<file path="config.mk">
export PLATFORM = sky130hd
export DESIGN_NAME = vga_timing_sched_flat
export DESIGN_NICKNAME = d
export VERILOG_FILES = /design/src/rtl/vga_pkg.sv /design/src/rtl/vga_timing_sched_if.sv /design/src/rtl/vga_axis_counter.sv /design/src/rtl/vga_timing_sched.sv /design/src/flat_wrapper.sv
export SDC_FILE = /design/constraint.sdc
export NUM_CORES = 1
export LEC_CHECK = 0
export CORE_MARGIN = 4
export CORE_UTILIZATION = 48
export CTS_CLUSTER_DIAMETER = 100
export DETAILED_ROUTE_END_ITERATION = 6
export PLACE_DENSITY = 0.76
export SYNTH_ARGS = -nofsm -noshare
export SYNTH_HDL_FRONTEND = slang
export SYNTH_SLANG_ARGS = --single-unit
</file>
<file path="constraint.sdc">
create_clock -name clk -period 2.2 [get_ports clk]
set_input_delay 0.66 -clock clk [delete_from_list [all_inputs] [get_ports clk]]
set_output_delay 0.66 -clock clk [all_outputs]
set_load 0.02 [all_outputs]
</file>
<file path="src/rtl/vga_pkg.sv">
// Shared timing defaults, axis segment enum and pattern width
// for the VGA timing controller and pattern scheduler.
package vga_pkg;

  localparam int unsigned DEF_H_ACTIVE = 640;
  localparam int unsigned DEF_H_FRONT  = 16;
  localparam int unsigned DEF_H_SYNC   = 96;
  localparam int unsigned DEF_H_BACK   = 48;
  localparam int unsigned DEF_V_ACTIVE = 480;
  localparam int unsigned DEF_V_FRONT  = 10;
  localparam int unsigned DEF_V_SYNC   = 2;
  localparam int unsigned DEF_V_BACK   = 33;

  localparam int unsigned PATTERN_W = 3;

  typedef enum logic [1:0] {
    ACTIVE,
    FRONT,
    SYNC,
    BACK
  } axis_state_t;

  function automatic int unsigned axis_total(
    input int unsigned a,
    input int unsigned f,
    input int unsigned s,
    input int unsigned b
  );
    return a + f + s + b;
  endfunction

endpackage

</file>
<file path="src/rtl/vga_timing_sched_if.sv">
// Bundle between the timing scheduler and the pixel datapath:
// control inputs plus raster position, sync and pattern outputs.
interface vga_timing_sched_if;
  import vga_pkg::*;

  logic                 ena;
  logic [PATTERN_W-1:0] mode_in;
  logic                 auto_en;
  logic [9:0]           hpos;
  logic [9:0]           vpos;
  logic                 hsync;
  logic                 vsync;
  logic                 display_on;
  logic                 frame_start;
  logic [PATTERN_W-1:0] pattern_sel;
  logic [7:0]           frame_count;

  modport master (
    input  ena,
    input  mode_in,
    input  auto_en,
    output hpos,
    output vpos,
    output hsync,
    output vsync,
    output display_on,
    output frame_start,
    output pattern_sel,
    output frame_count
  );

  modport slave (
    output ena,
    output mode_in,
    output auto_en,
    input  hpos,
    input  vpos,
    input  hsync,
    input  vsync,
    input  display_on,
    input  frame_start,
    input  pattern_sel,
    input  frame_count
  );

endinterface

</file>
<file path="src/rtl/vga_axis_counter.sv">
// One raster axis: position counter plus segment state machine
// (ACTIVE -> FRONT -> SYNC -> BACK) kept in lock-step with it.
module vga_axis_counter
  import vga_pkg::*;
#(
  parameter int unsigned SEG_ACTIVE = DEF_H_ACTIVE,
  parameter int unsigned SEG_FRONT  = DEF_H_FRONT,
  parameter int unsigned SEG_SYNC   = DEF_H_SYNC,
  parameter int unsigned SEG_BACK   = DEF_H_BACK
) (
  input  logic        clk,
  input  logic        rst_n,
  input  logic        step,
  output logic [9:0]  pos,
  output axis_state_t state,
  output axis_state_t state_nxt,
  output logic        wrap
);

  localparam int unsigned TOTAL =
    axis_total(SEG_ACTIVE, SEG_FRONT, SEG_SYNC, SEG_BACK);

  localparam logic [9:0] END_ACT = 10'(SEG_ACTIVE - 1);
  localparam logic [9:0] END_FRT = 10'(SEG_ACTIVE + SEG_FRONT - 1);
  localparam logic [9:0] END_SYN =
    10'(SEG_ACTIVE + SEG_FRONT + SEG_SYNC - 1);
  localparam logic [9:0] END_ALL = 10'(TOTAL - 1);

  // Segment of the position that the next step will load.
  always_comb begin
    wrap      = step && (pos == END_ALL);
    state_nxt = state;
    if (step) begin
      unique case (state)
        ACTIVE: if (pos == END_ACT) state_nxt = FRONT;
        FRONT:  if (pos == END_FRT) state_nxt = SYNC;
        SYNC:   if (pos == END_SYN) state_nxt = BACK;
        BACK:   if (pos == END_ALL) state_nxt = ACTIVE;
        default: state_nxt = ACTIVE;
      endcase
    end
  end

  // Position and segment registers advance together.
  always_ff @(posedge clk or negedge rst_n) begin
    if (!rst_n) begin
      pos   <= '0;
      state <= ACTIVE;
    end else begin
      if (wrap) begin
        pos <= '0;
      end else if (step) begin
        pos <= pos + 10'd1;
      end
      state <= state_nxt;
    end
  end

endmodule

</file>
<file path="src/rtl/vga_timing_sched.sv">
// 640x480@60 raster generator with frame-aligned test-pattern
// scheduling (manual select or automatic frame-paced cycling).
module vga_timing_sched
  import vga_pkg::*;
#(
  parameter int unsigned H_ACTIVE    = DEF_H_ACTIVE,
  parameter int unsigned H_FRONT     = DEF_H_FRONT,
  parameter int unsigned H_SYNC      = DEF_H_SYNC,
  parameter int unsigned H_BACK      = DEF_H_BACK,
  parameter int unsigned V_ACTIVE    = DEF_V_ACTIVE,
  parameter int unsigned V_FRONT     = DEF_V_FRONT,
  parameter int unsigned V_SYNC      = DEF_V_SYNC,
  parameter int unsigned V_BACK      = DEF_V_BACK,
  parameter bit          SYNC_ACTIVE = 1'b0,
  parameter int unsigned AUTO_FRAMES = 60
) (
  input logic clk,
  input logic rst_n,
  vga_timing_sched_if.master bus
);

  localparam logic [7:0] AF_LAST = 8'(AUTO_FRAMES - 1);
  localparam logic SYNC_IDLE = ~SYNC_ACTIVE;
  localparam logic [PATTERN_W-1:0] PAT_ONE = 1;

  logic [9:0]  hpos;
  logic [9:0]  vpos;
  axis_state_t h_state;
  axis_state_t h_nxt;
  axis_state_t v_state;
  axis_state_t v_nxt;
  logic        h_wrap;
  logic        v_wrap;
  logic        v_step;
  logic        frame_edge;

  logic                 hsync;
  logic                 vsync;
  logic                 display_on;
  logic                 frame_start;
  logic [PATTERN_W-1:0] pattern_sel;
  logic [7:0]           frame_count;
  logic [7:0]           auto_cnt;

  vga_axis_counter #(
    .SEG_ACTIVE (H_ACTIVE),
    .SEG_FRONT  (H_FRONT),
    .SEG_SYNC   (H_SYNC),
    .SEG_BACK   (H_BACK)
  ) u_h (
    .clk       (clk),
    .rst_n     (rst_n),
    .step      (bus.ena),
    .pos       (hpos),
    .state     (h_state),
    .state_nxt (h_nxt),
    .wrap      (h_wrap)
  );

  assign v_step = h_wrap & bus.ena;

  vga_axis_counter #(
    .SEG_ACTIVE (V_ACTIVE),
    .SEG_FRONT  (V_FRONT),
    .SEG_SYNC   (V_SYNC),
    .SEG_BACK   (V_BACK)
  ) u_v (
    .clk       (clk),
    .rst_n     (rst_n),
    .step      (v_step),
    .pos       (vpos),
    .state     (v_state),
    .state_nxt (v_nxt),
    .wrap      (v_wrap)
  );

  // A frame wrap can only come out of BACK on both axes.
  assign frame_edge = v_wrap
                   && (h_state == BACK)
                   && (v_state == BACK);

  // Sync/enable decode registered from the upcoming segment.
  always_ff @(posedge clk or negedge rst_n) begin
    if (!rst_n) begin
      hsync       <= SYNC_IDLE;
      vsync       <= SYNC_IDLE;
      display_on  <= 1'b0;
      frame_start <= 1'b0;
    end else begin
      frame_start <= frame_edge;
      if (bus.ena) begin
        hsync <= (h_nxt == SYNC) ? SYNC_ACTIVE : SYNC_IDLE;
        vsync <= (v_nxt == SYNC) ? SYNC_ACTIVE : SYNC_IDLE;
        display_on <= (h_nxt == ACTIVE) && (v_nxt == ACTIVE);
      end
    end
  end

  // Pattern choice and frame bookkeeping, only at frame wraps.
  always_ff @(posedge clk or negedge rst_n) begin
    if (!rst_n) begin
      pattern_sel <= '0;
      frame_count <= '0;
      auto_cnt    <= '0;
    end else if (frame_edge) begin
      frame_count <= frame_count + 8'd1;
      if (!bus.auto_en) begin
        pattern_sel <= bus.mode_in;
        auto_cnt    <= '0;
      end else if (auto_cnt == AF_LAST) begin
        pattern_sel <= pattern_sel + PAT_ONE;
        auto_cnt    <= '0;
      end else begin
        auto_cnt <= auto_cnt + 8'd1;
      end
    end
  end

  assign bus.hpos        = hpos;
  assign bus.vpos        = vpos;
  assign bus.hsync       = hsync;
  assign bus.vsync       = vsync;
  assign bus.display_on  = display_on;
  assign bus.frame_start = frame_start;
  assign bus.pattern_sel = pattern_sel;
  assign bus.frame_count = frame_count;

endmodule

</file>
<file path="src/flat_wrapper.sv">
// flat-port wrapper written by rule: the top's interface ports become plain ports
module vga_timing_sched_flat import vga_pkg::*;
#(
  parameter int unsigned H_ACTIVE    = DEF_H_ACTIVE,
  parameter int unsigned H_FRONT     = DEF_H_FRONT,
  parameter int unsigned H_SYNC      = DEF_H_SYNC,
  parameter int unsigned H_BACK      = DEF_H_BACK,
  parameter int unsigned V_ACTIVE    = DEF_V_ACTIVE,
  parameter int unsigned V_FRONT     = DEF_V_FRONT,
  parameter int unsigned V_SYNC      = DEF_V_SYNC,
  parameter int unsigned V_BACK      = DEF_V_BACK,
  parameter bit          SYNC_ACTIVE = 1'b0,
  parameter int unsigned AUTO_FRAMES = 60
)
  (clk, rst_n, bus_ena, bus_mode_in, bus_auto_en, bus_hpos, bus_vpos, bus_hsync, bus_vsync, bus_display_on, bus_frame_start, bus_pattern_sel, bus_frame_count);
  vga_timing_sched_if bus_i ();
  input logic clk;
  input logic rst_n;
  input wire logic [$bits(bus_i.ena)-1:0] bus_ena;
  input wire logic [$bits(bus_i.mode_in)-1:0] bus_mode_in;
  input wire logic [$bits(bus_i.auto_en)-1:0] bus_auto_en;
  output wire logic [$bits(bus_i.hpos)-1:0] bus_hpos;
  output wire logic [$bits(bus_i.vpos)-1:0] bus_vpos;
  output wire logic [$bits(bus_i.hsync)-1:0] bus_hsync;
  output wire logic [$bits(bus_i.vsync)-1:0] bus_vsync;
  output wire logic [$bits(bus_i.display_on)-1:0] bus_display_on;
  output wire logic [$bits(bus_i.frame_start)-1:0] bus_frame_start;
  output wire logic [$bits(bus_i.pattern_sel)-1:0] bus_pattern_sel;
  output wire logic [$bits(bus_i.frame_count)-1:0] bus_frame_count;
  assign bus_i.ena = bus_ena;
  assign bus_i.mode_in = bus_mode_in;
  assign bus_i.auto_en = bus_auto_en;
  assign bus_hpos = bus_i.hpos;
  assign bus_vpos = bus_i.vpos;
  assign bus_hsync = bus_i.hsync;
  assign bus_vsync = bus_i.vsync;
  assign bus_display_on = bus_i.display_on;
  assign bus_frame_start = bus_i.frame_start;
  assign bus_pattern_sel = bus_i.pattern_sel;
  assign bus_frame_count = bus_i.frame_count;
  vga_timing_sched #(.H_ACTIVE(H_ACTIVE), .H_FRONT(H_FRONT), .H_SYNC(H_SYNC), .H_BACK(H_BACK), .V_ACTIVE(V_ACTIVE), .V_FRONT(V_FRONT), .V_SYNC(V_SYNC), .V_BACK(V_BACK), .SYNC_ACTIVE(SYNC_ACTIVE), .AUTO_FRAMES(AUTO_FRAMES)) u_core (.clk(clk), .rst_n(rst_n), .bus(bus_i));
endmodule
</file>
==> metrics.md, run 1 <==
| Metric | Value |
|---|---|
| Row count | `26` |
| Critical path required time | `2.41 ns` |
| Crit-path max FO | `4` |
| P_leak | `1.51 nW` |
| Highest ir drop seen on vdd | `535 uV` |
| Ys Warns | `0` |
| CTS sink count | `47` |
| Pin count of the biggest net entering global routing | `31` |
| First-pass GRT wire length | `9820 um` |
| DRT Pass-1 Iters | `4` |
| Core ar. | `5070 um^2` |
| Critical Path End Type | `flop` |
| Starting Density | `49.3%` |
| # diodes | `0` |
| Post-route minimum period | `2.18 ns` |
| CP Depth | `7` |
| Hpwl dp | `4220 um` |
| Height of the die | `80.2 um` |
| Root buffer cell | `clkbuf_8` |
| Vias post-DR | `2157` |
| Avg Synthesized Cell Area | `9.78 um^2` |
| Power per Cell Area | `675 nW/um^2` |
| Fin Hold WS | `0.286 ns` |
| Count of endpoints failing setup in the final report | `0` |
| Commonest cells after routing, fill and taps aside | `44 x dfrtp_1, 40 x clkdlybuf4s50_1, 32 x buf_4` |
| Reg2Reg Setup Slack | `0.06 ns` |
| Fraction of layout cells with a size suffix above 1 | `16.9%` |
| Number of enable flip-flop cells after synthesis | `0` |
| CP cell instances | `clkdlybuf4s50_1 > nand2_1 > or3_1 > and2_4 > a211oi_2 > inv_2 > o32ai_2` |
| Slew headroom | `70.9%` |
| TritonCTS clock tree | `built` |
| Status | `completed` |
| Clock-pin slew on the worst setup and hold paths | `0.09 ns` |
| Syn_nets | `270` |
| R2R cell count | `6` |
| Fillers | `435` |
| CTS hold repair buffers | `0` |
| I/O pin total | `42` |
| F_max | `459 MHz` |
| Routed Antenna Nets | `0` |
| Buf/Inv on CP | `2` |
| Final hold violation count | `0` |
| Synth unique cells | `50` |
| CP Class | `primary input to flop` |
| Total wire length | `5630 um` |
| Die W | `80.2 um` |
| Final cycle utilization of the critical path | `99.0%` |
| Die area | `6430 um^2` |
| Max_cap viols | `0` |
| Worst hold-check path type | `primary input to async pin` |
| Dominant cells by area after synthesis | `dfrtp_1 45%, nand2_1 4.2%, xnor2_1 3.9%, o21ai_0 3.8%, ha_1 3.5%` |
| Mapped Area | `2500 um^2` |
| RR Startpoint | `u_core.u_h.pos[5]` |
| Clk Latency, worst-skew pair | `0.30 ns` |
| Slowest stage delay, CP | `0.52 ns` |
| Layout area overhead | `34.7%` |
| Post-synth ARST share | `100%` |
| Layout Utilization | `66.4%` |
| Initial antenna violation count | `0` |
| Clock Path Buffers | `2` |
| Routability congestion estimate | `0.834` |
| Post-Syn Instances | `256` |
| Port bufs | `41` |
| Slowest CP cell | `clkdlybuf4s50_1` |
| RSZ-0062 raised after global routing | `yes` |
| Share of the synthesized area in the top cell type | `45.0%` |
| Initial drt markers | `82` |
| Grt ovf | `0` |
| Most common cell after layout, fill and taps aside | `dfrtp_1` |
| Main synth FF type | `dfrtp_1` |
| Number of global-route vias before repair | `2154` |
| Vias per inst | `5.38` |
| WP data arrival | `2.39 ns` |
| H-tree depth | `2` |
| # nets final | `344` |
| Slew at the pin closest to its max-slew limit | `0.431 ns` |
| Clock Skews | `0.00671 ns` |
| R2R Path End | `u_core.bus.display_on` |
| GRT Util Overall | `19.3%` |
| Residual DRC | `0` |
| Startpoint Class | `primary input` |
| Flops & latches, synth | `47` |
| Largest delay share family, worst path | `simple AND/OR/NAND/NOR gates` |
| Wire length per cell | `14.0 um` |
| Pins Over Slew Limit | `0` |
| Register area share after synthesis | `47.1%` |
| CTS buffer count | `5` |
| Leading area contributor after synthesis | `dfrtp_1` |
per-stage QoR:
stage          worst slack [ns]  total power, W  instance area [um^2]  instances  setup TNS (ns)
2_1_floorplan           -0.0937         0.00130                  2510        256          -0.346
3_3_place_gp             -0.264         0.00153                  3210        391           -3.52
3_5_place_dp             -0.309         0.00155                  3210        391           -4.50
4_1_cts                  0.0126         0.00230                  3340        399               0
5_1_grt                 -0.0700         0.00241                  3370        401          -0.403
6_report                 0.0225         0.00228                  3370        401               0
cell families after synthesis:
kind of cell	synth area share [%]
adders and majority gates	3.50
DFF	47.1
AOI/OAI and AO/OA	11.8
xor gates and xnor gates	5.95
and+or+nand+nor	25.4
buffers and inverters	3.35
muxes	2.90
synth_stat cells (3+ instances only):
master	number
a21oi_1	6
and3_1	10
and4_1	3
clkbuf_1	3
dfrtp_1	45
ha_1	7
inv_1	10
mux2i_1	5
nand2_1	28
nand2b_1	4
nand3_1	9
nand3b_1	3
nand4_1	10
nor2_1	13
nor2b_1	6
nor3_1	9
nor4_1	5
o21ai_0	19
o31ai_1	5
or3_1	4
xnor2_1	11
xor2_1	6
worst register-to-register path: cells and delay by family (launching register included):
kind,cells,cell delay (ns)
AND/OR/NAND/NOR,3,1.14
buffers and inverters,1,0.06
flip-flops,1,0.41
AO/OA/AOI/OAI,2,0.45
final cells by class:
cell class / count / area [um^2] / share of cell area (%)
clock buffer: 5 / 68.8 / 2.04
inverter: 11 / 41.3 / 1.22
timing repair buffer: 74 / 666 / 19.7
sequential: 47 / 1180 / 35.0
clock inverter: 3 / 67.6 / 2.00
tap: 70 / 87.6 / 2.60
multi-input combinational: 191 / 1260 / 37.4
report_power, final:
| group | internal, W | leakage [nW] | switching, W |
|---|---|---|---|
| clock network | 0.000453 | 0.0644 | 0.000293 |
| logic | 0.000245 | 0.829 | 0.000265 |
| registers | 0.000935 | 0.618 | 0.0000847 |
worst max-delay path by stage:
stage                                  start                   endpoint
after floorplan            u_core.u_h.pos[5]  u_core.bus.frame_count[4]
after global placement               bus_ena          u_core.u_v.pos[9]
after detailed placement             bus_ena      u_core.bus.display_on
after CTS                 u_core.auto_cnt[0]  u_core.bus.pattern_sel[2]
after global routing                 bus_ena      u_core.bus.display_on
final                                bus_ena      u_core.bus.display_on
routing by layer:
layer	vias to the layer above	global-route usage [%]	share of wire [%]
met1	1033	25.3	46
met4	0	5.41	1.3
met3	8	4.37	4.2
met5	-	0	0
met2	51	31.9	48
li1	1065	-	-
flip-flops by register name, indices dropped and copies added, names as in the netlist:
| register | flops |
|---|---|
| u_core.bus.frame_start | 1 |
| u_core.bus.display_on | 1 |
| u_core.bus.hsync | 1 |
| u_core.bus.frame_count | 8 |
| u_core.bus.pattern_sel | 3 |
| u_core.u_h.state | 2 |
| u_core.auto_cnt | 8 |
| u_core.u_v.state | 2 |
| u_core.u_v.pos | 10 |
| u_core.bus.vsync | 1 |
| u_core.u_h.pos | 10 |
repair_timing:
item,in CTS,in global routing
endpoints found under the setup margin,0,13
gates resized for setup,0,2
buffers inserted,0,2
Power figures use the tool's default switching activity.
==> inputs of run 2 (changes only) <==
- CAP_MARGIN: default -> 30
==> results of run 2 <==
The final DEF is identical to that of run 1; final timing and power are the same.
==> inputs of run 3 (changes only) <==
- MAX_ROUTING_LAYER: default -> met4
==> run 3 against run 2 <==
  * Clock power hardly changed
  * Sequential power hardly changed
  * Combinational power hardly changed
  * Highest routed layer unchanged
==> metrics.md, run 3 (same netlist as run 1, synthesis figures left out) <==
| Metric | Value |
|---|---|
| Status | `completed` |
| P_leak | `1.51 nW (unchanged)` |
| Total wire length | `5650 um (+0.30%)` |
| Critical path required time | `2.41 ns (about the same)` |
| CP Class | `primary input to flop` |
| RSZ-0062 raised after global routing | `yes` |
| Hpwl dp | `4220 um (unchanged)` |
| WP data arrival | `2.39 ns (about the same)` |
| Post-route minimum period | `2.18 ns (-0.000894 ns)` |
| Final cycle utilization of the critical path | `98.9% (about the same)` |
| F_max | `459 MHz (about the same)` |
| Clock Skews | `0.00528 ns (-0.00142 ns)` |
| Max_cap viols | `0 (unchanged)` |
| Cell area after layout | `3370 um^2 (unchanged)` |
| Layout area overhead | `34.7% (unchanged)` |
| Fraction of layout cells with a size suffix above 1 | `16.9% (unchanged)` |
| Setup TNS | `0 ns (unchanged)` |
| Highest ir drop seen on vdd | `534 uV (-0.24%)` |
| R2R cell count | `6 (unchanged)` |
| Slew at the pin closest to its max-slew limit | `0.431 ns (unchanged)` |
| Most common cell after layout, fill and taps aside | `dfrtp_1` |
| H-tree depth | `2 (unchanged)` |
| Pins Over Slew Limit | `0 (unchanged)` |
| Grt ovf | `0 (unchanged)` |
| GRT Util Overall | `19.8% (+0.49 points)` |
| Number of global-route vias before repair | `2152 (-0.093%)` |
| First-pass GRT wire length | `9800 um (-0.20%)` |
| Power per Cell Area | `675 nW/um^2 (about the same)` |
| I/O pin total | `42 (unchanged)` |
| Starting Density | `49.3% (unchanged)` |
| Pin count of the biggest net entering global routing | `31 (unchanged)` |
| Row count | `26 (unchanged)` |
| Reg2Reg Setup Slack | `0.06 ns (about the same)` |
| Clock-pin slew on the worst setup and hold paths | `0.09 ns (about the same)` |
| R2R Path End | `u_core.bus.display_on` |
| Die area | `6430 um^2 (unchanged)` |
| Overall power | `0.00228 W (about the same)` |
| Worst hold-check path type | `primary input to async pin` |
| Routed Antenna Nets | `0 (unchanged)` |
| Height of the die | `80.2 um (unchanged)` |
| Routability congestion estimate | `0.846 (+1.5%)` |
| Core ar. | `5070 um^2 (unchanged)` |
| CTS sink count | `47 (unchanged)` |
| Largest registers | `u_core.u_h.pos (10), u_core.u_v.pos (10)` |
| RR Startpoint | `u_core.u_h.pos[5]` |
| Vias per inst | `5.41 (+0.65%)` |
| Clock Path Buffers | `2 (unchanged)` |
| Startpoint Class | `primary input` |
| Placed Area | `3210 um^2 (unchanged)` |
| # nets final | `344 (unchanged)` |
| Root buffer cell | `clkbuf_8` |
| Slew headroom | `70.9% (unchanged)` |
| Clk Latency, worst-skew pair | `0.30 ns (about the same)` |
| Count of endpoints failing setup in the final report | `0 (unchanged)` |
| Port bufs | `41 (unchanged)` |
| DRT Pass-1 Iters | `4 (unchanged)` |
| Wire length per cell | `14.1 um (+0.30%)` |
| CTS buffer count | `5 (unchanged)` |
| Vias post-DR | `2171 (+0.65%)` |
| Critical Path End Type | `flop` |
| Crit-path max FO | `4 (unchanged)` |
| Final hold violation count | `0 (unchanged)` |
| Residual DRC | `0 (unchanged)` |
| TritonCTS clock tree | `built` |
| Initial antenna violation count | `0 (unchanged)` |
| Commonest cells after routing, fill and taps aside | `44 x dfrtp_1, 40 x clkdlybuf4s50_1, 32 x buf_4` |
| Die W | `80.2 um (unchanged)` |
| Initial drt markers | `93 (+13%)` |
| # diodes | `0 (unchanged)` |
-- run 3: how the worst max path moves through the flow --
stage	startpoint	depth (start not counted)	slack, ns	to
6_report	bus_ena	7	0.02	u_core.bus.display_on
3_3_place_gp	bus_ena	7	-0.26	u_core.u_v.pos[9]
5_1_grt	bus_ena	7	-0.07	u_core.bus.display_on
2_1_floorplan	u_core.u_h.pos[5]	7	-0.09	u_core.bus.frame_count[4]
4_1_cts	u_core.auto_cnt[0]	6	0.01	u_core.bus.pattern_sel[2]
3_5_place_dp	bus_ena	7	-0.31	u_core.bus.display_on
-- run 3: layout make-up --
cell class	count	area [um^2]
Timing Repair Buffer	74	666
Clock inverter	3	67.6
Fill cell	435	1700
Inverter	11	41.3
Clock buffer	5	68.8
Sequential cell	47	1180
Tap cell	70	87.6
Multi-Input combinational cell	191	1260
-- run 3: per-layer routing --
layer,GRT usage [%],up-vias,share of wire [%]
met5,-,-,0
met4,5.41,0,1.3
met3,3.92,8,3.7
met2,32.0,53,48
met1,25.4,1042,47
li1,-,1068,-
-- run 3: what timing repair did --
item | in CTS | in global routing
setup endpoints to repair | 0 | 13
resized for setup | 0 | 2
setup buffers | 0 | 2
hold buffers | 0 | 0
-- run 3: metrics by stage --
stage	hold slack [ns]	cells	utilization [%]	setup WS, ns
after CTS	0.292	399	65.9	0.0126
after global routing	0.298	401	66.4	-0.0699
after global placement	0.460	391	63.2	-0.264
after detailed placement	0.476	391	63.2	-0.309
after floorplan	0.364	256	-	-0.0937
final	0.286	401	66.4	0.0234
-- run 3: worst max-delay path, cell delays in order --
cell and delay (ns):
clkdlybuf4s50_1 0.52, nand2_1 0.08, or3_1 0.42, and2_4 0.19
a211oi_2 0.20, inv_2 0.06, o32ai_2 0.25
-- run 3: where the power goes --
| group | internal (W) | switching [W] |
|---|---|---|
| logic | 0.000245 | 0.000265 |
| clock network | 0.000453 | 0.000295 |
| registers | 0.000935 | 0.0000834 |
| total | 0.00163 | 0.000643 |
